$ cat src/rtl/pipeline_hazard_ctrl_if.sv
// Control bundle between the instruction decoder side (master) and the
// hazard/stall controller (slave) of the 5-stage RV32I pipeline.
interface pipeline_hazard_ctrl_if #(
    parameter int REG_AW = 5
);
    logic [REG_AW-1:0] id_rs1;
    logic [REG_AW-1:0] id_rs2;
    logic              id_use_rs1;
    logic              id_use_rs2;
    logic [REG_AW-1:0] ex_rs1;
    logic [REG_AW-1:0] ex_rs2;
    logic [REG_AW-1:0] ex_rd;
    logic              ex_regwen;
    logic              ex_is_load;
    logic [REG_AW-1:0] mem_rd;
    logic              mem_regwen;
    logic [REG_AW-1:0] wb_rd;
    logic              wb_regwen;
    logic              ex_pcsel;
    logic              dmem_req;
    logic              dmem_ready;

    logic              pc_en;
    logic              if_id_en;
    logic              id_ex_en;
    logic              ex_mem_en;
    logic              if_id_flush;
    logic              id_ex_flush;
    logic              mem_wb_bubble;
    logic [1:0]        fwd_a;
    logic [1:0]        fwd_b;
    logic              mem_err;
    logic [15:0]       stall_cycles;

    modport master (
        output id_rs1, id_rs2, id_use_rs1, id_use_rs2,
        output ex_rs1, ex_rs2, ex_rd, ex_regwen, ex_is_load,
        output mem_rd, mem_regwen, wb_rd, wb_regwen,
        output ex_pcsel, dmem_req, dmem_ready,
        input  pc_en, if_id_en, id_ex_en, ex_mem_en,
        input  if_id_flush, id_ex_flush, mem_wb_bubble,
        input  fwd_a, fwd_b, mem_err, stall_cycles
    );

    modport slave (
        input  id_rs1, id_rs2, id_use_rs1, id_use_rs2,
        input  ex_rs1, ex_rs2, ex_rd, ex_regwen, ex_is_load,
        input  mem_rd, mem_regwen, wb_rd, wb_regwen,
        input  ex_pcsel, dmem_req, dmem_ready,
        output pc_en, if_id_en, id_ex_en, ex_mem_en,
        output if_id_flush, id_ex_flush, mem_wb_bubble,
        output fwd_a, fwd_b, mem_err, stall_cycles
    );
endinterface

$ cat src/rtl/pipeline_hazard_ctrl.sv
// Hazard/stall controller: stage enables, flushes, EX forwarding selects,
// data-memory wait sequencing with timeout, and a saturating stall counter.
module pipeline_hazard_ctrl #(
    parameter int REG_AW      = 5,
    parameter int MEM_TIMEOUT = 15
) (
    input logic                   clk,
    input logic                   rst,
    pipeline_hazard_ctrl_if.slave bus
);
    localparam int WCNT_W = $clog2(MEM_TIMEOUT + 1);

    typedef enum logic [1:0] {
        ST_RUN,
        ST_MEM_WAIT,
        ST_ERROR
    } state_e;

    state_e            r_state;
    logic [WCNT_W-1:0] r_wcnt;
    logic [15:0]       r_stall_cycles;

    logic w_memwait;
    logic w_loaduse;
    logic w_freeze;
    logic w_pc_en;
    logic w_if_id_en;
    logic w_id_ex_en;
    logic w_ex_mem_en;
    logic w_if_id_flush;
    logic w_id_ex_flush;
    logic w_mem_wb_bubble;

    function automatic logic [1:0] fwd_sel(
        input logic [REG_AW-1:0] rs,
        input logic              mem_we,
        input logic [REG_AW-1:0] mem_rd,
        input logic              wb_we,
        input logic [REG_AW-1:0] wb_rd
    );
        if (mem_we && mem_rd != '0 && mem_rd == rs)
            return 2'b01;
        else if (wb_we && wb_rd != '0 && wb_rd == rs)
            return 2'b10;
        else
            return 2'b00;
    endfunction

    assign w_memwait = bus.dmem_req & ~bus.dmem_ready;

    assign w_loaduse = bus.ex_is_load & bus.ex_regwen & (bus.ex_rd != '0) &
                       ((bus.id_use_rs1 & (bus.id_rs1 == bus.ex_rd)) |
                        (bus.id_use_rs2 & (bus.id_rs2 == bus.ex_rd)));

    // Entry into a wait (from RUN) and every not-ready MEM_WAIT cycle freeze alike.
    assign w_freeze = ((r_state == ST_RUN) & w_memwait) |
                      ((r_state == ST_MEM_WAIT) & ~bus.dmem_ready);

    always_comb begin
        // NOTE: every output gets a default first so no path through the
        // branches below leaves a signal unassigned (which would infer a latch).
        w_pc_en         = 1'b1;
        w_if_id_en      = 1'b1;
        w_id_ex_en      = 1'b1;
        w_ex_mem_en     = 1'b1;
        w_if_id_flush   = 1'b0;
        w_id_ex_flush   = 1'b0;
        w_mem_wb_bubble = 1'b0;

        if (r_state == ST_ERROR || w_freeze) begin
            w_pc_en         = 1'b0;
            w_if_id_en      = 1'b0;
            w_id_ex_en      = 1'b0;
            w_ex_mem_en     = 1'b0;
            w_mem_wb_bubble = 1'b1;
        end else if (bus.ex_pcsel) begin
            // The ID instruction is squashed, so a coincident load-use is moot.
            w_if_id_flush = 1'b1;
            w_id_ex_flush = 1'b1;
        end else if (w_loaduse) begin
            w_pc_en       = 1'b0;
            w_if_id_en    = 1'b0;
            w_id_ex_flush = 1'b1;
        end
    end

    // NOTE: state registers use non-blocking assignments so every flop in this
    // block samples the pre-edge values regardless of statement order.
    always_ff @(posedge clk) begin
        if (rst) begin
            r_state        <= ST_RUN;
            r_wcnt         <= '0;
            r_stall_cycles <= '0;
        end else begin
            if (!w_pc_en && r_stall_cycles != 16'hFFFF)
                r_stall_cycles <= r_stall_cycles + 16'd1;

            case (r_state)
                ST_RUN: begin
                    if (w_memwait) begin
                        r_state <= ST_MEM_WAIT;
                        r_wcnt  <= WCNT_W'(1);
                    end
                end
                ST_MEM_WAIT: begin
                    if (bus.dmem_ready) begin
                        r_state <= ST_RUN;
                        r_wcnt  <= '0;
                    end else if (r_wcnt == WCNT_W'(MEM_TIMEOUT)) begin
                        r_state <= ST_ERROR;
                    end else begin
                        r_wcnt <= r_wcnt + WCNT_W'(1);
                    end
                end
                ST_ERROR: r_state <= ST_ERROR;
                default:  r_state <= ST_ERROR;
            endcase
        end
    end

    assign bus.pc_en         = w_pc_en;
    assign bus.if_id_en      = w_if_id_en;
    assign bus.id_ex_en      = w_id_ex_en;
    assign bus.ex_mem_en     = w_ex_mem_en;
    assign bus.if_id_flush   = w_if_id_flush;
    assign bus.id_ex_flush   = w_id_ex_flush;
    assign bus.mem_wb_bubble = w_mem_wb_bubble;
    assign bus.mem_err       = (r_state == ST_ERROR);
    assign bus.stall_cycles  = r_stall_cycles;

    assign bus.fwd_a = fwd_sel(bus.ex_rs1, bus.mem_regwen, bus.mem_rd,
                               bus.wb_regwen, bus.wb_rd);
    assign bus.fwd_b = fwd_sel(bus.ex_rs2, bus.mem_regwen, bus.mem_rd,
                               bus.wb_regwen, bus.wb_rd);
endmodule

$ cat src/flat_wrapper.sv
// flat-port wrapper written by rule: the top's interface ports become plain ports
module pipeline_hazard_ctrl_flat 
#(
    parameter int REG_AW      = 5,
    parameter int MEM_TIMEOUT = 15
)
  (clk, rst, bus_id_rs1, bus_id_rs2, bus_id_use_rs1, bus_id_use_rs2, bus_ex_rs1, bus_ex_rs2, bus_ex_rd, bus_ex_regwen, bus_ex_is_load, bus_mem_rd, bus_mem_regwen, bus_wb_rd, bus_wb_regwen, bus_ex_pcsel, bus_dmem_req, bus_dmem_ready, bus_pc_en, bus_if_id_en, bus_id_ex_en, bus_ex_mem_en, bus_if_id_flush, bus_id_ex_flush, bus_mem_wb_bubble, bus_fwd_a, bus_fwd_b, bus_mem_err, bus_stall_cycles);
  pipeline_hazard_ctrl_if #(.REG_AW(REG_AW)) bus_i ();
  input logic clk;
  input logic rst;
  input wire logic [$bits(bus_i.id_rs1)-1:0] bus_id_rs1;
  input wire logic [$bits(bus_i.id_rs2)-1:0] bus_id_rs2;
  input wire logic [$bits(bus_i.id_use_rs1)-1:0] bus_id_use_rs1;
  input wire logic [$bits(bus_i.id_use_rs2)-1:0] bus_id_use_rs2;
  input wire logic [$bits(bus_i.ex_rs1)-1:0] bus_ex_rs1;
  input wire logic [$bits(bus_i.ex_rs2)-1:0] bus_ex_rs2;
  input wire logic [$bits(bus_i.ex_rd)-1:0] bus_ex_rd;
  input wire logic [$bits(bus_i.ex_regwen)-1:0] bus_ex_regwen;
  input wire logic [$bits(bus_i.ex_is_load)-1:0] bus_ex_is_load;
  input wire logic [$bits(bus_i.mem_rd)-1:0] bus_mem_rd;
  input wire logic [$bits(bus_i.mem_regwen)-1:0] bus_mem_regwen;
  input wire logic [$bits(bus_i.wb_rd)-1:0] bus_wb_rd;
  input wire logic [$bits(bus_i.wb_regwen)-1:0] bus_wb_regwen;
  input wire logic [$bits(bus_i.ex_pcsel)-1:0] bus_ex_pcsel;
  input wire logic [$bits(bus_i.dmem_req)-1:0] bus_dmem_req;
  input wire logic [$bits(bus_i.dmem_ready)-1:0] bus_dmem_ready;
  output wire logic [$bits(bus_i.pc_en)-1:0] bus_pc_en;
  output wire logic [$bits(bus_i.if_id_en)-1:0] bus_if_id_en;
  output wire logic [$bits(bus_i.id_ex_en)-1:0] bus_id_ex_en;
  output wire logic [$bits(bus_i.ex_mem_en)-1:0] bus_ex_mem_en;
  output wire logic [$bits(bus_i.if_id_flush)-1:0] bus_if_id_flush;
  output wire logic [$bits(bus_i.id_ex_flush)-1:0] bus_id_ex_flush;
  output wire logic [$bits(bus_i.mem_wb_bubble)-1:0] bus_mem_wb_bubble;
  output wire logic [$bits(bus_i.fwd_a)-1:0] bus_fwd_a;
  output wire logic [$bits(bus_i.fwd_b)-1:0] bus_fwd_b;
  output wire logic [$bits(bus_i.mem_err)-1:0] bus_mem_err;
  output wire logic [$bits(bus_i.stall_cycles)-1:0] bus_stall_cycles;
  assign bus_i.id_rs1 = bus_id_rs1;
  assign bus_i.id_rs2 = bus_id_rs2;
  assign bus_i.id_use_rs1 = bus_id_use_rs1;
  assign bus_i.id_use_rs2 = bus_id_use_rs2;
  assign bus_i.ex_rs1 = bus_ex_rs1;
  assign bus_i.ex_rs2 = bus_ex_rs2;
  assign bus_i.ex_rd = bus_ex_rd;
  assign bus_i.ex_regwen = bus_ex_regwen;
  assign bus_i.ex_is_load = bus_ex_is_load;
  assign bus_i.mem_rd = bus_mem_rd;
  assign bus_i.mem_regwen = bus_mem_regwen;
  assign bus_i.wb_rd = bus_wb_rd;
  assign bus_i.wb_regwen = bus_wb_regwen;
  assign bus_i.ex_pcsel = bus_ex_pcsel;
  assign bus_i.dmem_req = bus_dmem_req;
  assign bus_i.dmem_ready = bus_dmem_ready;
  assign bus_pc_en = bus_i.pc_en;
  assign bus_if_id_en = bus_i.if_id_en;
  assign bus_id_ex_en = bus_i.id_ex_en;
  assign bus_ex_mem_en = bus_i.ex_mem_en;
  assign bus_if_id_flush = bus_i.if_id_flush;
  assign bus_id_ex_flush = bus_i.id_ex_flush;
  assign bus_mem_wb_bubble = bus_i.mem_wb_bubble;
  assign bus_fwd_a = bus_i.fwd_a;
  assign bus_fwd_b = bus_i.fwd_b;
  assign bus_mem_err = bus_i.mem_err;
  assign bus_stall_cycles = bus_i.stall_cycles;
  pipeline_hazard_ctrl #(.REG_AW(REG_AW), .MEM_TIMEOUT(MEM_TIMEOUT)) u_core (.clk(clk), .rst(rst), .bus(bus_i));
endmodule
$ cat config.mk
export PLATFORM = sky130hd
export DESIGN_NAME = pipeline_hazard_ctrl_flat
export DESIGN_NICKNAME = d
export VERILOG_FILES = /design/src/rtl/pipeline_hazard_ctrl_if.sv /design/src/rtl/pipeline_hazard_ctrl.sv /design/src/flat_wrapper.sv
export SDC_FILE = /design/constraint.sdc
export NUM_CORES = 1
export LEC_CHECK = 0
export ABC_AREA = 1
export CAP_MARGIN = 20
export CORE_MARGIN = 2
export CORE_UTILIZATION = 55
export DETAILED_ROUTE_END_ITERATION = 6
export DONT_BUFFER_PORTS = 1
export PLACE_DENSITY = 0.72
export SYNTH_ARGS = -nofsm -noshare
export SYNTH_HDL_FRONTEND = slang
export SYNTH_SLANG_ARGS = --single-unit
$ cat constraint.sdc
create_clock -name clk -period 1.9 [get_ports clk]
set_clock_uncertainty 0.2 [all_clocks]
set_input_delay 0.19 -clock clk [delete_from_list [all_inputs] [get_ports clk]]
set_output_delay 0.19 -clock clk [all_outputs]
set_load 0.02 [all_outputs]
# ---- Word level (Yosys, flattened, before mapping)
# Index checks and enable logic that the tools add are counted.
dict set report classes {
  n_bitwise 11
  n_mux 22
  n_reduce_logical 16
  add_sub_neg 2
  n_eq_ne 13
}
# operator count
set ops {}
lappend ops {{5-bit == test} 6}
lappend ops {{16-bit by 1-bit adder with 16-bit output (second input constant)} 1}
lappend ops {{16-bit inequality test (second input constant)} 1}
lappend ops {{5-bit nonzero test} 3}
lappend ops {{2-bit two-way mux} 7}
lappend ops {{4-bit two-way mux} 3}
lappend ops {{1-bit two-way mux} 10}
lappend ops {{1-bit AND} 8}
lappend ops {{4-bit one-hot mux with 2 select lines} 1}
lappend ops {{1-bit logical AND} 7}
lappend ops {{3-bit inequality test (second input constant)} 2}
lappend ops {{4-bit by 1-bit adder with 4-bit output (second input constant)} 1}
lappend ops {{4-bit == test (second input constant)} 1}
lappend ops {{2-bit one-hot mux with 2 select lines} 1}
lappend ops {{3-bit AND reduction} 1}
lappend ops {{2-bit by 1-bit == test with 1-bit output (second input constant)} 1}
lappend ops {{2-bit == test (second input constant)} 1}
lappend ops {{2-bit logical NOT} 1}
lappend ops {{2-bit by 1-bit inequality test with 1-bit output (second input constant)} 1}
lappend ops {{1-bit OR} 2}
lappend ops {{2-bit AND reduction} 1}
lappend ops {{2-bit nonzero test} 1}
lappend ops {{1-bit logical NOT} 1}
lappend ops {{1-bit logical OR} 1}
lappend ops {{1-bit NOT} 1}
dict set report word_totals {
  regBits 22
}

# ---- Depth between registers and ports, before layout
# Gate-level depths: netlist (run 1).
dict set report depth {
  depth_word 9
  depth_mapped 12
  depth_no_buf 12
}

# ---- Least setup slack after synthesis (run 1)
# OpenSTA, ideal clock, no wires.
dict set report synth_path {
  path_kind {register to register}
  from {register u_core.r_stall_cycles[0], in the netlist u_core.bus.stall_cycles[0]}
  to {register u_core.r_stall_cycles[11], in the netlist u_core.bus.stall_cycles[11]}
  t_required_ps 1585
  setup_slack_ps -4
  period_less_slack_ps 1904
  path_stages_with_launch 11
  arrival_time_ps 1589
  cell_sequence {dfxtp_1 ha_1 nand2_1 nor2_2 nand2_2 nor2_8 nand3_4 nand2_4 nor2_1 a21oi_1 nor2_1}
}
dict set report synth_between {
  elab_chain_len 2
  word_cells_on_any_way 3
  classes_between {add/sub (1); eq/ne (1); reduce/logical (1)}
}
# element line
set synth_lines {}
lappend synth_lines {{start: declaration} pipeline_hazard_ctrl.sv:21} ;# logic [15:0] r_stall_cycles;
lappend synth_lines {{start signal: assignment} pipeline_hazard_ctrl.sv:96} ;# r_stall_cycles <= r_stall_cycles + 16'd1;
lappend synth_lines {{branches (longest 2 deep; another with 16-bit by 1-bit adder with 16-bit output)} -}
# Parallel ways; which one is timed is not known.
# A chain may end at the register's enable or synchronous reset.

# ---- Worst setup path in the final report (run 1)
dict set report layout_path {
  from {input port bus_dmem_req}
  to {output port bus_if_id_flush}
}
dict set report layout_between {
  elab_chain_len 5
}
# element line
set layout_lines {}
lappend layout_lines {{start: declaration} flat_wrapper.sv:25} ;# input wire logic [$bits(bus_i.dmem_req)-1:0] bus_dmem_req;
lappend layout_lines {{1-bit AND} pipeline_hazard_ctrl.sv:49} ;# assign w_memwait = bus.dmem_req & ~bus.dmem_ready;
lappend layout_lines {{1-bit AND} pipeline_hazard_ctrl.sv:56} ;# assign w_freeze = ((r_state == ST_RUN) & w_memwait) |
lappend layout_lines {{1-bit OR} pipeline_hazard_ctrl.sv:56}
lappend layout_lines {{1-bit logical OR} pipeline_hazard_ctrl.sv:70} ;# if (r_state == ST_ERROR || w_freeze) begin
lappend layout_lines {{1-bit two-way mux} pipeline_hazard_ctrl.sv:70}
lappend layout_lines {{end: declaration} flat_wrapper.sv:31} ;# output wire logic [$bits(bus_i.if_id_flush)-1:0] bus_if_id_flush;
# Every way passes these cells.

==> results of run 1 <==
worst max-delay path: stages:
cell and delay (ns):
dlygate4sd3_1 0.54, nand2_1 0.10, nand2_2 0.07, nand2_2 0.08, buf_6 0.14, inv_2 0.06, nor2_2 0.12, buf_6 0.13
worst max path at each step:
stage	endpoint	startpoint	slack (ns)	cells past startpoint
finish	bus_if_id_flush	bus_dmem_req	0.09	8
global route	u_core.bus.stall_cycles[13]	u_core.bus.stall_cycles[1]	-0.004	9
CTS	bus_id_ex_flush	u_core.r_state[0]	0.02	7
detailed placement	u_core.bus.stall_cycles[10]	u_core.bus.stall_cycles[1]	0.08	10
global placement	u_core.bus.stall_cycles[6]	u_core.bus.stall_cycles[1]	0.14	10
floorplan	u_core.bus.stall_cycles[11]	u_core.bus.stall_cycles[1]	0.01	10
area by class of cell:
cell class                 count  area (um^2)
fill                         299          920
multi-input combinational    218         1140
inverter                      37          139
timing repair buffer          34          289
tap                           44         55.1
clock buffer                   4         36.3
sequential                    22          447
Yosys cell counts (2+ instances only):
cell type,number,area (um^2)
o41ai_1,2,17.5
nor4_1,2,12.5
dfxtp_1,22,440
buf_4,4,30.0
nor3_1,4,20.0
nand3_1,23,115
nor2_1,54,203
nand2_2,3,18.8
or2_2,2,12.5
o21ai_0,3,15.0
a21oi_1,17,85.1
inv_1,34,128
xor2_1,14,123
inv_2,2,7.51
nand2_1,68,255
nand4_1,5,31.3
xnor2_1,10,87.6
ha_1,2,25.0
flip-flops by register name, indices dropped and copies added (netlist names):
signal and flops:
u_core.bus.stall_cycles 16, u_core.r_state 2, u_core.r_wcnt 4
what timing repair did:
| action | CTS | global route |
|---|---|---|
| hold buffers | 4 | 0 |
| pin swaps | 0 | 4 |
| resized for setup | 3 | 14 |
| endpoints found under the setup margin | 2 | 19 |
| setup buffers | 0 | 3 |
| hold endpoints to repair | 6 | 0 |
where the power goes:
group	total [mW]	switching [mW]	internal, mW	leakage [nW]
Clock	0.263	0.145	0.117	0.0210
Combinational	0.349	0.198	0.151	0.812
Sequential	0.504	0.0214	0.483	0.180
Total	1.12	0.365	0.751	1.01
layer usage:
metal / vias up / track usage [%] / share of wire (%)
met5: - / 0 / 0
met3: 5 / 6.71 / 7.4
li1: 956 / - / -
met1: 775 / 27.2 / 46
met4: 0 / 4.44 / 0.65
met2: 52 / 37.4 / 46
metrics by stage:
step / setup TNS [ns] / hold WS (ns) / cells
2_1_floorplan: 0 / 0.0591 / 282
3_3_place_gp: 0 / 0.0606 / 348
3_5_place_dp: 0 / 0.0651 / 348
4_1_cts: 0 / 0.0313 / 356
5_1_grt: -0.00621 / 0.0863 / 359
6_report: 0 / 0.0352 / 359
placed cells by master (no fill, tap or decap), types with 3 or more instances in the layout:
master / instances
a21oi_1: 16
buf_4: 26
buf_6: 3
clkbuf_4: 3
dfxtp_1: 19
dlygate4sd3_1: 4
inv_1: 33
inv_2: 3
nand2_1: 65
nand2_2: 6
nand3_1: 23
nand4_1: 5
nor2_1: 52
nor3_1: 3
xnor2_1: 10
xor2_1: 14
logic make-up after synthesis:
| family | count (synthesis) | synth area share (%) |
|---|---|---|
| adder cells (fa/ha/maj) | 2 | 1.45 |
| flip-flops | 22 | 25.5 |
| XOR/XNOR | 24 | 12.2 |
| AND/OR/NAND/NOR | 168 | 43.2 |
| AO/OA/AOI/OAI | 24 | 7.60 |
| buffers and inverters | 42 | 10.1 |
==> flow_summary.yaml, run 1 <==
synth:
  ys_ff_latch: 22
  synth_top_flop_cell: "dfxtp_1"
  synthArstFlopShare_pct: 0
  synthCells: 282
  ys_types: 29
  syn_area_per_cell_um2: 6.13
  synth_nets: 330
  synth_edf_count: 0
  yosys_warnings: 0
  synth-seq-area-share_pct: 25.5
  syn_area_um2: 1730
clock_network:
  clk_pin_slew_ns: 0.12
  cts-root-buf: "clkbuf_4"
  cts_tree: "built"
  clock_latency_ns: 0.31
  htree_levels: 1
  cts_sinks: 22
  cts-buffers-inserted: 3
  clockBufferDepth: 2
cells_and_area:
  diodes: 0
  layout-drive-gt1-share_pct: 18.4
  area_growth_pct: 22.0
  finish.utilization_pct: 69.6
  final_area_um2: 2110
  nets: 364
grt:
  grt_pass1_wl_mm: 6.24
  antenna_found_initial: 0
  grt_max_degree: 20
  grt_pass1_vias: 1572
  grtUsageTotal_pct: 21.9
  overflow: 0
critical_path:
  r2r_slack_ns: 0.12
  rr_worst_depth: 9
  setup.worst_path.end_class: "output port"
  critPathRequiredTime_ns: 1.51
  rr_endpoint: "u_core.bus.stall_cycles[0]"
  worst-setup-path-type: "in -> out"
  cp.arrival_ns: 1.42
  r2r_start: "u_core.bus.stall_cycles[1]"
  setup.worst_path.start_class: "input port"
  critPathMaxFanout: 3
worst_hold_path:
  min_path_type: "in -> reg"
  min_from: "bus_dmem_ready"
  worst_hold_path.endpoint: "u_core.r_state[0]"
  hold-path-cell-count: 5
placed_design:
  io_buffers: 0
  dp_hpwl_mm: 2.96
  pre_cts_ws_ns: 0.0780
  place_area_um2: 1960
  place_congestion: 0.808
floorplan:
  ios: 74
  die_y_um: 60.1
  num_rows: 20
  die_w_um: 60.1
  start_util_pct: 57.1
  dieArea_um2: 3610
  core_um2: 3030
sta:
  finalSetupViolCount: 0
  hold_viol: 0
  period_share_pct: 95.2
  finalCriticalPeriod_ns: 1.81
  worst_slack_ns: 0.0904
  drv_slew: 0
  relSlewSlack_pct: 66.3
  timing.fmax_ghz: 0.553
  worst_pin_slew_ns: 0.502
pwr:
  powerDensity_nw_per_um2: 529
  p_leak_nw: 1.01
  irDropWorstVdd_mv: 0.395
  p_total_mw: 1.12
detailed_routing:
  drtIter0Drc: 113
  routedWlPerCell_um: 10.7
  vias: 1788
  drc: 0
  first_pass_iters: 4
  vias_per_cell: 4.98
  ant_nets: 0
  wl_mm: 3.84
status:
  status: "finished clean"
flow_run:
  cap_violations: 0
(Power assumes the default switching activity.)
==> run 2, diff against run 1 <==
--- a/config.mk
+++ b/config.mk
@@ -5,13 +5,13 @@
 export SDC_FILE = /design/constraint.sdc
 export NUM_CORES = 1
 export LEC_CHECK = 0
-export ABC_AREA = 1
-export CAP_MARGIN = 20
+export CAP_MARGIN = 30
 export CORE_MARGIN = 2
 export CORE_UTILIZATION = 55
 export DETAILED_ROUTE_END_ITERATION = 6
 export DONT_BUFFER_PORTS = 1
 export PLACE_DENSITY = 0.72
+export REMOVE_ABC_BUFFERS = 1
 export SYNTH_ARGS = -nofsm -noshare
 export SYNTH_HDL_FRONTEND = slang
 export SYNTH_SLANG_ARGS = --single-unit
==> run 2 against run 1 <==
  * The run now ends with setup timing left
  * Critical path type is now reg -> reg
  * Worst hold slack better by 0.015 ns
  * Synthesized cell count is 28% lower
  * Sequential share of layout area is 1.8 points lower
  * Cell area is 11% higher
==> flow_summary.yaml, run 2 <==
status:
  status: "finished with violations"
  violations: "setup timing"
cells_and_area:
  fillers: 205
  layout-drive-gt1-share_pct: 42.4
  area_growth_pct: 35.4
  largest_reg_flops: 16
  nets: 304
  fin_cells: 299
  final_area_um2: 2350
  final_common_cell: "buf_4"
  finish.utilization_pct: 77.5
  diodes: 0
  layout_common_cells: "46 x buf_4, 16 x xnor2_1, 14 x xor2_1"
synth:
  synth_area_leaders: "dfxtp_1 25%, xnor2_1 8.1%, xor2_1 7.1%"
  synth_edf_count: 0
  synth_top_family_by_area: "simple AND/OR/NAND/NOR gates"
  muxShareOfSynthArea_pct: 3.83
  synth_top_area_share_pct: 25.4
  ys_ff_latch: 22
  netlist_top_cells_count: "22 x dfxtp_1, 16 x xnor2_1, 14 x xor2_1, 13 x a21oi_1, 13 x nand2_1"
  synthArstFlopShare_pct: 0
  synthCells: 202
  synth-simple-area-share_pct: 32.2
  synth_top_flop_cell: "dfxtp_1"
  yosys_warnings: 0
  ys_types: 52
  syn_area_per_cell_um2: 8.58
  synth_compound_area_share_pct: 14.9
  yosys.area_share.xor_xnor_pct: 15.2
  synth-seq-area-share_pct: 25.4
  synthAdderAreaFrac_pct: 1.44
  synth.most_common_cell: "dfxtp_1"
  yosysTopAreaCell: "dfxtp_1"
  syn_area_um2: 1730
critical_path:
  cpPeakStageDelay_ns: 0.53
  cpMaxStageDelayCell: "or4_4"
  r2r_slack_ns: -0.09
  setup.worst_path.end_class: "flip-flop"
  critPathMaxFanout: 3
  worst-setup-path-type: "reg -> reg"
  cp_cell_sequence: "and4_4 > and3_4 > nand2_2 > or4_4 > mux2_4"
  critPathRequiredTime_ns: 1.91
  setup.worst_path.start_class: "flip-flop"
  cp.arrival_ns: 2.00
grt:
  top_usage_layer: "met2"
  grt_pass1_wl_mm: 7.30
  overflow: 0
  use_met3_pct: 3.90
  grt_max_degree: 25
  grtUsageTotal_pct: 26.6
  grt_use_met1_pct: 29.1
  grtUsageMet2_pct: 51.1
  grt_pass1_vias: 1677
  antenna_found_initial: 0
sta:
  fin_tns_setup_ns: -0.275
  worst_slack_ns: -0.0922
  drv_slew: 0
  finalSetupViolCount: 8
  relSlewSlack_pct: 35.2
  timing.fmax_ghz: 0.502
  holdWs_ns: 0.0500
  period_share_pct: 105
  rsz0062_at_grt: "true"
  hold_viol: 0
  worst_pin_slew_ns: 0.972
  finalCriticalPeriod_ns: 1.99
detailed_routing:
  ant_nets: 0
  first_pass_iters: 4
  vias: 1806
  vias_per_cell: 6.04
  drc: 0
  wl_mm: 4.91
  routedWlPerCell_um: 16.4
  drtIter0Drc: 125
clock_network:
  clock_latency_ns: 0.31
  clk_pin_slew_ns: 0.13
  cts_sinks: 22
  cts-buffers-inserted: 3
  cts_tree: "built"
  cts-root-buf: "clkbuf_4"
  clockBufferDepth: 2
  htree_levels: 1
floorplan:
  die_y_um: 60.1
  start_util_pct: 57.2
  ios: 74
  dieArea_um2: 3620
  num_rows: 20
  die_w_um: 60.1
  core_um2: 3030
flow_run:
  cap_violations: 0
placed_design:
  dp_hpwl_mm: 3.72
  place_congestion: 0.831
  io_buffers: 0
  pre_cts_ws_ns: -0.208
  place_area_um2: 2060
  dp.cells: 286
pwr:
  powerDensity_nw_per_um2: 410
  p_leak_nw: 0.881
  p_total_mw: 0.961
  irDropWorstVdd_mv: 0.343
worst_hold_path:
  min_path_type: "in -> reg"
run 2: cell count changes after synthesis, moves of 4 or more:
| cell | before | now |
|---|---|---|
| o31ai_1 | 0 | 5 |
| nand2_1 | 68 | 13 |
| nand3_1 | 23 | 9 |
| xnor2_1 | 10 | 16 |
| inv_1 | 34 | 5 |
| nor2_1 | 54 | 11 |
| a21oi_1 | 17 | 13 |
| or4_1 | 0 | 10 |
| nor2b_1 | 0 | 5 |
| nand4_1 | 5 | 10 |
run 2: cell type report:
type / instances / area (um^2) / area share (%)
sequential: 22 / 454 / 19.4
clock buffer: 4 / 36.3 / 1.55
inverter: 7 / 35.0 / 1.49
multi-input combinational: 166 / 1280 / 54.7
tap: 44 / 55.1 / 2.35
timing repair buffer: 56 / 483 / 20.6
run 2: metal layers:
| layer | share of wire, % | up-vias |
|---|---|---|
| li1 | - | 857 |
| met1 | 37 | 850 |
| met2 | 53 | 93 |
| met3 | 8.4 | 6 |
| met4 | 1.2 | 0 |
| met5 | 0 | - |
run 2: path summary, 6_finish.rpt:
path,start,to,depth (start not counted)
setup / recovery,u_core.bus.stall_cycles[5],u_core.bus.stall_cycles[9],5
hold / removal,bus_dmem_ready,u_core.r_state[0],4
setup reg to reg,u_core.bus.stall_cycles[5],u_core.bus.stall_cycles[9],5
hold reg to reg,u_core.r_wcnt[3],u_core.r_wcnt[3],1
run 2: logic make-up (layout without fill, tap and decap cells):
family / count (synthesis) / after routing
buffers and inverters: 14 / 67
flip-flops: 22 / 22
AO/OA/AOI/OAI: 37 / 37
multiplexers: 5 / 5
XOR/XNOR: 30 / 30
adder cells (fa/ha/maj): 2 / 2
AND/OR/NAND/NOR: 92 / 92
run 2: timing repair:
| action | CTS | global route |
|---|---|---|
| endpoints found under the setup margin | 14 | 21 |
| endpoints found under the hold margin | 22 | 0 |
| pin swaps | 10 | 10 |
| hold buffers | 2 | 0 |
| buffers inserted | 4 | 3 |
| resized for setup | 20 | 29 |
run 2: worst max-delay path: cells and delay by family, from the launching register on:
family,cells,cell delay [ns]
multiplexers,1,0.31
flip-flops,1,0.37
AND/OR/NAND/NOR,4,1.01
run 2: report_power, final:
group / total [mW] / internal, mW / leakage [nW] / switching, mW
clock: 0.268 / 0.117 / 0.0210 / 0.151
combinational: 0.220 / 0.110 / 0.677 / 0.110
sequential: 0.474 / 0.468 / 0.183 / 0.00590
